$ cat config.mk
export PLATFORM = sky130hd
export DESIGN_NAME = dmem_access_unit
export DESIGN_NICKNAME = d
export VERILOG_FILES = /design/src/rtl/dmem_access_unit.sv
export SDC_FILE = /design/constraint.sdc
export NUM_CORES = 1
export LEC_CHECK = 0
export CORE_ASPECT_RATIO = 1.1
export CORE_UTILIZATION = 47
export CTS_BUF_LIST = sky130_fd_sc_hd__clkbuf_8
export CTS_CLUSTER_DIAMETER = 150
export DETAILED_ROUTE_END_ITERATION = 12
export GPL_ROUTABILITY_DRIVEN = 0
export PLACE_DENSITY = 0.83
export SLEW_MARGIN = 25
export SYNTH_ARGS = -nofsm -noshare
export SYNTH_HDL_FRONTEND = slang
export SYNTH_SLANG_ARGS = --single-unit
$ cat constraint.sdc
create_clock -name clk -period 2 [get_ports clk]
set_input_delay 0.4 -clock clk [delete_from_list [all_inputs] [get_ports clk]]
set_output_delay 0.4 -clock clk [all_outputs]
set_load 0.02 [all_outputs]
$ cat src/rtl/dmem_access_unit.sv
// Load/store initiator between the CPU memory stage and a synchronous word memory.
// Handles byte/half/word accesses with lane extraction, extension and read-modify-write.
module dmem_access_unit #(
  parameter int DEPTH = 32
) (
  input  logic        clk,
  input  logic        rst_n,
  input  logic        req_valid,
  output logic        req_ready,
  input  logic        req_we,
  input  logic [1:0]  req_size,
  input  logic        req_signed,
  input  logic [31:0] req_addr,
  input  logic [31:0] req_wdata,
  output logic        resp_valid,
  input  logic        resp_ready,
  output logic [31:0] resp_rdata,
  output logic        resp_err,
  output logic [31:0] mem_addr,
  output logic        mem_rd_en,
  input  logic [31:0] mem_rdata,
  output logic        mem_wr_en,
  output logic [31:0] mem_wr_data
);

  // state     | meaning
  // S_IDLE    | waiting for a request, req_ready high
  // S_READ    | read strobe for a load or sub-word store
  // S_CAPTURE | memory data valid, extract or merge lane
  // S_WRITE   | write strobe with final word
  // S_RESP    | response held until resp_ready
  typedef enum logic [2:0] {
    S_IDLE,
    S_READ,
    S_CAPTURE,
    S_WRITE,
    S_RESP
  } state_t;

  localparam logic [1:0]  SZ_BYTE   = 2'b00;
  localparam logic [1:0]  SZ_HALF   = 2'b01;
  localparam logic [1:0]  SZ_WORD   = 2'b10;
  localparam logic [1:0]  SZ_BAD    = 2'b11;
  localparam logic [29:0] DEPTH_IDX = 30'(DEPTH);

  state_t      state, state_next;
  logic        accept;
  logic        req_bad;
  logic        lat_we;
  logic [1:0]  lat_size;
  logic        lat_signed;
  logic [1:0]  lat_off;
  logic [31:0] lat_wdata;
  logic [7:0]  byte_lane;
  logic [15:0] half_lane;
  logic [31:0] load_data;
  logic [31:0] merge_data;

  // Errors are decided from the live request so no strobe is ever issued for them
  always_comb begin
    req_bad = 1'b0;
    if (req_size == SZ_BAD)                               req_bad = 1'b1;
    if (req_size == SZ_HALF && req_addr[0])               req_bad = 1'b1;
    if (req_size == SZ_WORD && req_addr[1:0] != 2'b00)    req_bad = 1'b1;
    if (req_addr[31:2] >= DEPTH_IDX)                      req_bad = 1'b1;
  end

  assign accept = req_valid && req_ready;

  always_ff @(posedge clk or negedge rst_n) begin
    if (!rst_n) state <= S_IDLE;
    else        state <= state_next;
  end

  always_comb begin
    state_next = state;
    req_ready  = 1'b0;
    resp_valid = 1'b0;
    mem_rd_en  = 1'b0;
    mem_wr_en  = 1'b0;
    case (state)
      S_IDLE: begin
        req_ready = rst_n;
        if (accept) begin
          if (req_bad)                                state_next = S_RESP;
          else if (!req_we)                           state_next = S_READ;
          else if (req_size == SZ_WORD)               state_next = S_WRITE;
          else                                        state_next = S_READ;
        end
      end
      S_READ: begin
        mem_rd_en  = 1'b1;
        state_next = S_CAPTURE;
      end
      S_CAPTURE: begin
        state_next = lat_we ? S_WRITE : S_RESP;
      end
      S_WRITE: begin
        mem_wr_en  = 1'b1;
        state_next = S_RESP;
      end
      S_RESP: begin
        resp_valid = 1'b1;
        if (resp_ready) state_next = S_IDLE;
      end
      default: state_next = S_IDLE;
    endcase
  end

  // Little-endian lane selection of the word returned by memory
  always_comb begin
    byte_lane = mem_rdata[7:0];
    case (lat_off)
      2'd0: byte_lane = mem_rdata[7:0];
      2'd1: byte_lane = mem_rdata[15:8];
      2'd2: byte_lane = mem_rdata[23:16];
      2'd3: byte_lane = mem_rdata[31:24];
      default: byte_lane = mem_rdata[7:0];
    endcase
    half_lane = lat_off[1] ? mem_rdata[31:16] : mem_rdata[15:0];

    load_data = mem_rdata;
    case (lat_size)
      SZ_BYTE: load_data = {{24{lat_signed & byte_lane[7]}}, byte_lane};
      SZ_HALF: load_data = {{16{lat_signed & half_lane[15]}}, half_lane};
      default: load_data = mem_rdata;
    endcase
  end

  always_comb begin
    merge_data = mem_rdata;
    if (lat_size == SZ_BYTE) begin
      case (lat_off)
        2'd0: merge_data[7:0]   = lat_wdata[7:0];
        2'd1: merge_data[15:8]  = lat_wdata[7:0];
        2'd2: merge_data[23:16] = lat_wdata[7:0];
        2'd3: merge_data[31:24] = lat_wdata[7:0];
        default: merge_data = mem_rdata;
      endcase
    end else if (lat_size == SZ_HALF) begin
      if (lat_off[1]) merge_data[31:16] = lat_wdata[15:0];
      else            merge_data[15:0]  = lat_wdata[15:0];
    end
  end

  always_ff @(posedge clk or negedge rst_n) begin
    if (!rst_n) begin
      lat_we      <= 1'b0;
      lat_size    <= 2'b00;
      lat_signed  <= 1'b0;
      lat_off     <= 2'b00;
      lat_wdata   <= '0;
      mem_addr    <= '0;
      resp_rdata  <= '0;
      resp_err    <= 1'b0;
      mem_wr_data <= '0;
    end else begin
      if (accept) begin
        lat_we     <= req_we;
        lat_size   <= req_size;
        lat_signed <= req_signed;
        lat_off    <= req_addr[1:0];
        lat_wdata  <= req_wdata;
        mem_addr   <= {2'b00, req_addr[31:2]};
        resp_rdata <= '0;
        resp_err   <= req_bad;
        // Word stores skip the read, so their data goes straight to the write port
        mem_wr_data <= (req_we && req_size == SZ_WORD && !req_bad) ? req_wdata : '0;
      end
      if (state == S_CAPTURE) begin
        if (lat_we) mem_wr_data <= merge_data;
        else        resp_rdata  <= load_data;
      end
    end
  end

endmodule

==> results.md, run 1 <==
| Result | This run |
| --- | --- |
| Pleak | 3.93 nW |
| Post-Synthesis Mean Instance Area | 10.6 µm² |
| Top-Level Pins | 205 |
| Core box area | 0.0121 mm² |
| Post-synth top area cell | sky130_fd_sc_hd__dfrtp_1 |
| Total Routing Usage GR | 0.296 |
| Number of synthesized flops with an enable pin | 0 |
| Hold violation count in the final report | 0 |
| Startpoint type of the worst setup path | flip-flop |
| Post-DR vias/cell | 5.96 |
| H-tree level count | 4 |
| Yosys cell types | 56 |
| Power Dens Cells | 850 mW/mm² |
| Crit-path max cell delay | 0.55 ns |
| Net Switching | 2.26 mW |
| Antenna-violating nets left | 0 |
| Number of antenna violations at the first check in global routing | 0 |
| Post-synthesis register bit count | 120 |
| Sw Share | 0.302 |
| Relative contribution of sequential cells to total power | 0.387 |
| Overall via count from detail_route | 5581 |
| Via count of the first global-routing pass | 5636 |
| Fin Clk Skew | 0.0109 ns |
| Effective utilization at floorplan | 0.488 |
| Minimum clock period | 1.97 ns |
| Worst Path Required | 1.60 ns |
| Buffers on Ports | 202 |
| Clock network fraction of design power | 0.355 |
| Number of clock sinks | 120 |
| WL/cell | 20.1 µm |
| Fraction of final layout cells with drive strength greater than 1 | 0.190 |
| Worst-margin pin slew | 0.781 ns |
| Headroom to the max-slew limit | 0.479 |
| Warnings, synthesis | 0 |
| CTS buffer count | 17 |
| Die extent in x | 109 µm |
| Library cell with the highest instance count after synthesis | sky130_fd_sc_hd__dfrtp_1 |
| Largest net degree at the start of global routing | 86 |
| Highest clock rate | 506 MHz |
| Final core utilization | 0.724 |
| Run status | completed |
| Pins over their slew limit | 0 |
| Worst Path Arrival | 1.57 ns |
| Crit path cell chain | or4b_4 -> inv_2 -> buf_6 |
| Count of unresolved DRC violations after routing | 0 |
| Post-DP HPWL | 13700 µm |
| Internal power summed over all cells | 5.21 mW |
| Final clock period utilization by the worst path | 0.987 |
| Final net count | 874 |
| Number of detailed-route iterations in the first pass | 6 |
| Synthesized instance count | 557 |
| Async set-or-reset flop fraction in the synthesized netlist | 1.00 |
| Most used DFF post-synth | sky130_fd_sc_hd__dfrtp_1 |
| Max-cap violation count | 0 |
| CP Max Fanout | 2 |
| Setup Crit Path Kind | flip-flop to output pin |
| Worst-skew pair later-pin latency | 0.46 ns |
| Crit end category | output pin |
| Total congestion overflow after global routing | 0 |
| Gate power share | 0.258 |
| Type of the most critical hold path | input pin to asynchronous set/reset pin |
| Maximum ir drop on the vdd rail | 0.743 mV |
| Total standard cell area after synthesis | 0.00592 mm² |
| Number of antenna repair diodes | 0 |
| Synth top area share | 0.507 |
| First-pass GRT wire length | 29100 µm |
| Standard-cell rows | 42 |
| Maximum clock insertion buffer count | 2 |
| Overall die area | 0.0131 mm² |
| Power after layout | 7.47 mW |
| Portion of the post-synthesis area used by sequential elements | 0.507 |
| 1st-iter DRT viols | 518 |
| Clock tree from TritonCTS | built |
| Total setup violations reported at the end of the flow | 0 |
| CTS Root Cell | sky130_fd_sc_hd__clkbuf_8 |
| Critical Path Slowest Stage Cell | sky130_fd_sc_hd__or4b_4 |
| RSZ-0062 raised after global routing | yes |
| Most frequent cells after synthesis | sky130_fd_sc_hd__dfrtp_1 (120), sky130_fd_sc_hd__inv_1 (44), sky130_fd_sc_hd__mux2_2 (40) |
| Register clock-pin slew on the reported worst setup and hold paths | 0.07 ns |
| Height of the die | 120 µm |
| Area added between synthesis and finish | 48.4% |
| Wire length reported by the detailed router | 18800 µm |
| Top post-synthesis cells by area | sky130_fd_sc_hd__dfrtp_1 (51%), sky130_fd_sc_hd__mux2_2 (7.6%), sky130_fd_sc_hd__a221oi_1 (3.3%) |
## power by group through the flow
stage / Combinational, mW / Clock (mW) / Sequential (mW)
2_1_floorplan: 0.836 / 0 / 3.03
3_3_place_gp: 1.81 / 0 / 2.90
3_5_place_dp: 1.87 / 0 / 2.92
4_1_cts: 1.90 / 2.69 / 2.88
5_1_grt: 2.06 / 2.79 / 2.91
6_report: 1.93 / 2.65 / 2.89
## layer usage
| layer | vias to the layer above | track usage | part of all wire |
|---|---|---|---|
| li1 | 2491 | - | - |
| met1 | 2711 | 0.361 | 0.38 |
| met2 | 317 | 0.466 | 0.49 |
| met3 | 62 | 0.0945 | 0.095 |
| met4 | 0 | 0.153 | 0.038 |
| met5 | - | 0 | 0 |
## critical path, delay by kind of cell (launching register included)
kind,cells,cell delay (ns)
buffers and inverters,2,0.20
flip-flops,1,0.38
AND/OR/NAND/NOR,1,0.55
## final cells by class
type / instances / area, µm²
multi-input combinational: 345 / 2580
tap: 154 / 193
clock inverter: 15 / 251
timing repair buffer: 241 / 2360
clock buffer: 17 / 234
sequential: 120 / 3000
fill: 866 / 3350
inverter: 45 / 169
## cells in the final DEF (no fill, tap or decap), types with 4 or more instances in the layout
| cell | n |
|---|---|
| sky130_fd_sc_hd__inv_1 | 44 |
| sky130_fd_sc_hd__nand2b_1 | 5 |
| sky130_fd_sc_hd__o211ai_1 | 7 |
| sky130_fd_sc_hd__a21o_1 | 24 |
| sky130_fd_sc_hd__clkbuf_8 | 17 |
| sky130_fd_sc_hd__o31ai_1 | 8 |
| sky130_fd_sc_hd__o21ai_0 | 36 |
| sky130_fd_sc_hd__clkdlybuf4s50_1 | 197 |
| sky130_fd_sc_hd__a22o_1 | 7 |
| sky130_fd_sc_hd__nand3b_1 | 4 |
| sky130_fd_sc_hd__o22ai_1 | 15 |
| sky130_fd_sc_hd__o211ai_2 | 10 |
| sky130_fd_sc_hd__nand2_1 | 35 |
| sky130_fd_sc_hd__bufinv_16 | 6 |
| sky130_fd_sc_hd__nor4_1 | 6 |
| sky130_fd_sc_hd__a222oi_1 | 7 |
| sky130_fd_sc_hd__dfrtp_1 | 120 |
| sky130_fd_sc_hd__a221o_1 | 17 |
| sky130_fd_sc_hd__a21oi_1 | 19 |
| sky130_fd_sc_hd__nand3_1 | 34 |
| sky130_fd_sc_hd__nor2_1 | 4 |
| sky130_fd_sc_hd__clkinv_4 | 5 |
| sky130_fd_sc_hd__a221oi_1 | 20 |
| sky130_fd_sc_hd__buf_4 | 35 |
| sky130_fd_sc_hd__buf_12 | 4 |
| sky130_fd_sc_hd__mux2_2 | 40 |
## worst paths after layout
| check | start | end | slack [ns] | depth (start not counted) |
|---|---|---|---|---|
| max | state[2]$_DFFE_PN0P_ | req_ready | 0.03 | 3 |
| min | rst_n | lat_we$_DFFE_PN0P_ | 0.15 | 2 |
| max reg2reg | state[2]$_DFFE_PN0P_ | mem_wr_data[29]$_DFF_PN0_ | 0.06 | 7 |
| min reg2reg | resp_rdata[8]$_DFF_PN0_ | resp_rdata[8]$_DFF_PN0_ | 0.48 | 1 |
| max in group asynchronous | rst_n | lat_off[1]$_DFFE_PN0P_ | 0.89 | 3 |
| min in group clk | resp_rdata[8]$_DFF_PN0_ | resp_rdata[8]$_DFF_PN0_ | 0.48 | 1 |
## flip-flops by register name, indices dropped and copies added (netlist names)
register,count
mem_wr_data,32
resp_rdata,32
mem_addr,30
lat_wdata,16
state,3
lat_off,2
lat_size,2
lat_signed,1
lat_we,1
resp_err,1
## cells by family after synthesis
logic type             count (synthesis)  share of synthesized area
buffers and inverters                 93                     0.0683
AOI/OAI and AO/OA                    185                      0.234
other                                  1                   0.000633
and+or+nand+nor                      112                     0.0991
muxes                                 46                     0.0909
DFF                                  120                      0.507
## repair_timing
action | CTS | global route
endpoints found under the setup margin | 12 | 25
pin swaps | 0 | 1
gates resized for setup | 18 | 11
cloned | 0 | 0
buffers inserted | 0 | 0
hold endpoints to repair | 0 | 0
hold buffers | 0 | 0
## per-stage QoR
stage | cell area (µm²) | hold WS, ns | TNS (ns) | setup WS (ns) | instances
final | 8790 | 0.147 | 0 | 0.0255 | 937
after global routing | 8790 | 0.224 | -0.0296 | -0.0264 | 937
after CTS | 8760 | 0.311 | 0 | 0.00128 | 937
after detailed placement | 8250 | 0.466 | -10.74 | -0.411 | 905
after global placement | 8250 | 0.471 | -7.02 | -0.249 | 905
after floorplan | 5920 | 0.104 | 0 | 0.117 | 558
Note: power is estimated with default switching activity, not from simulation.
==> run 2, diff against run 1 <==
Settings changed: CAP_MARGIN set to 25, CTS_CLUSTER_SIZE set to 10.
==> results of run 2 <==
No change in the layout: final DEF, timing and power equal those of run 1.
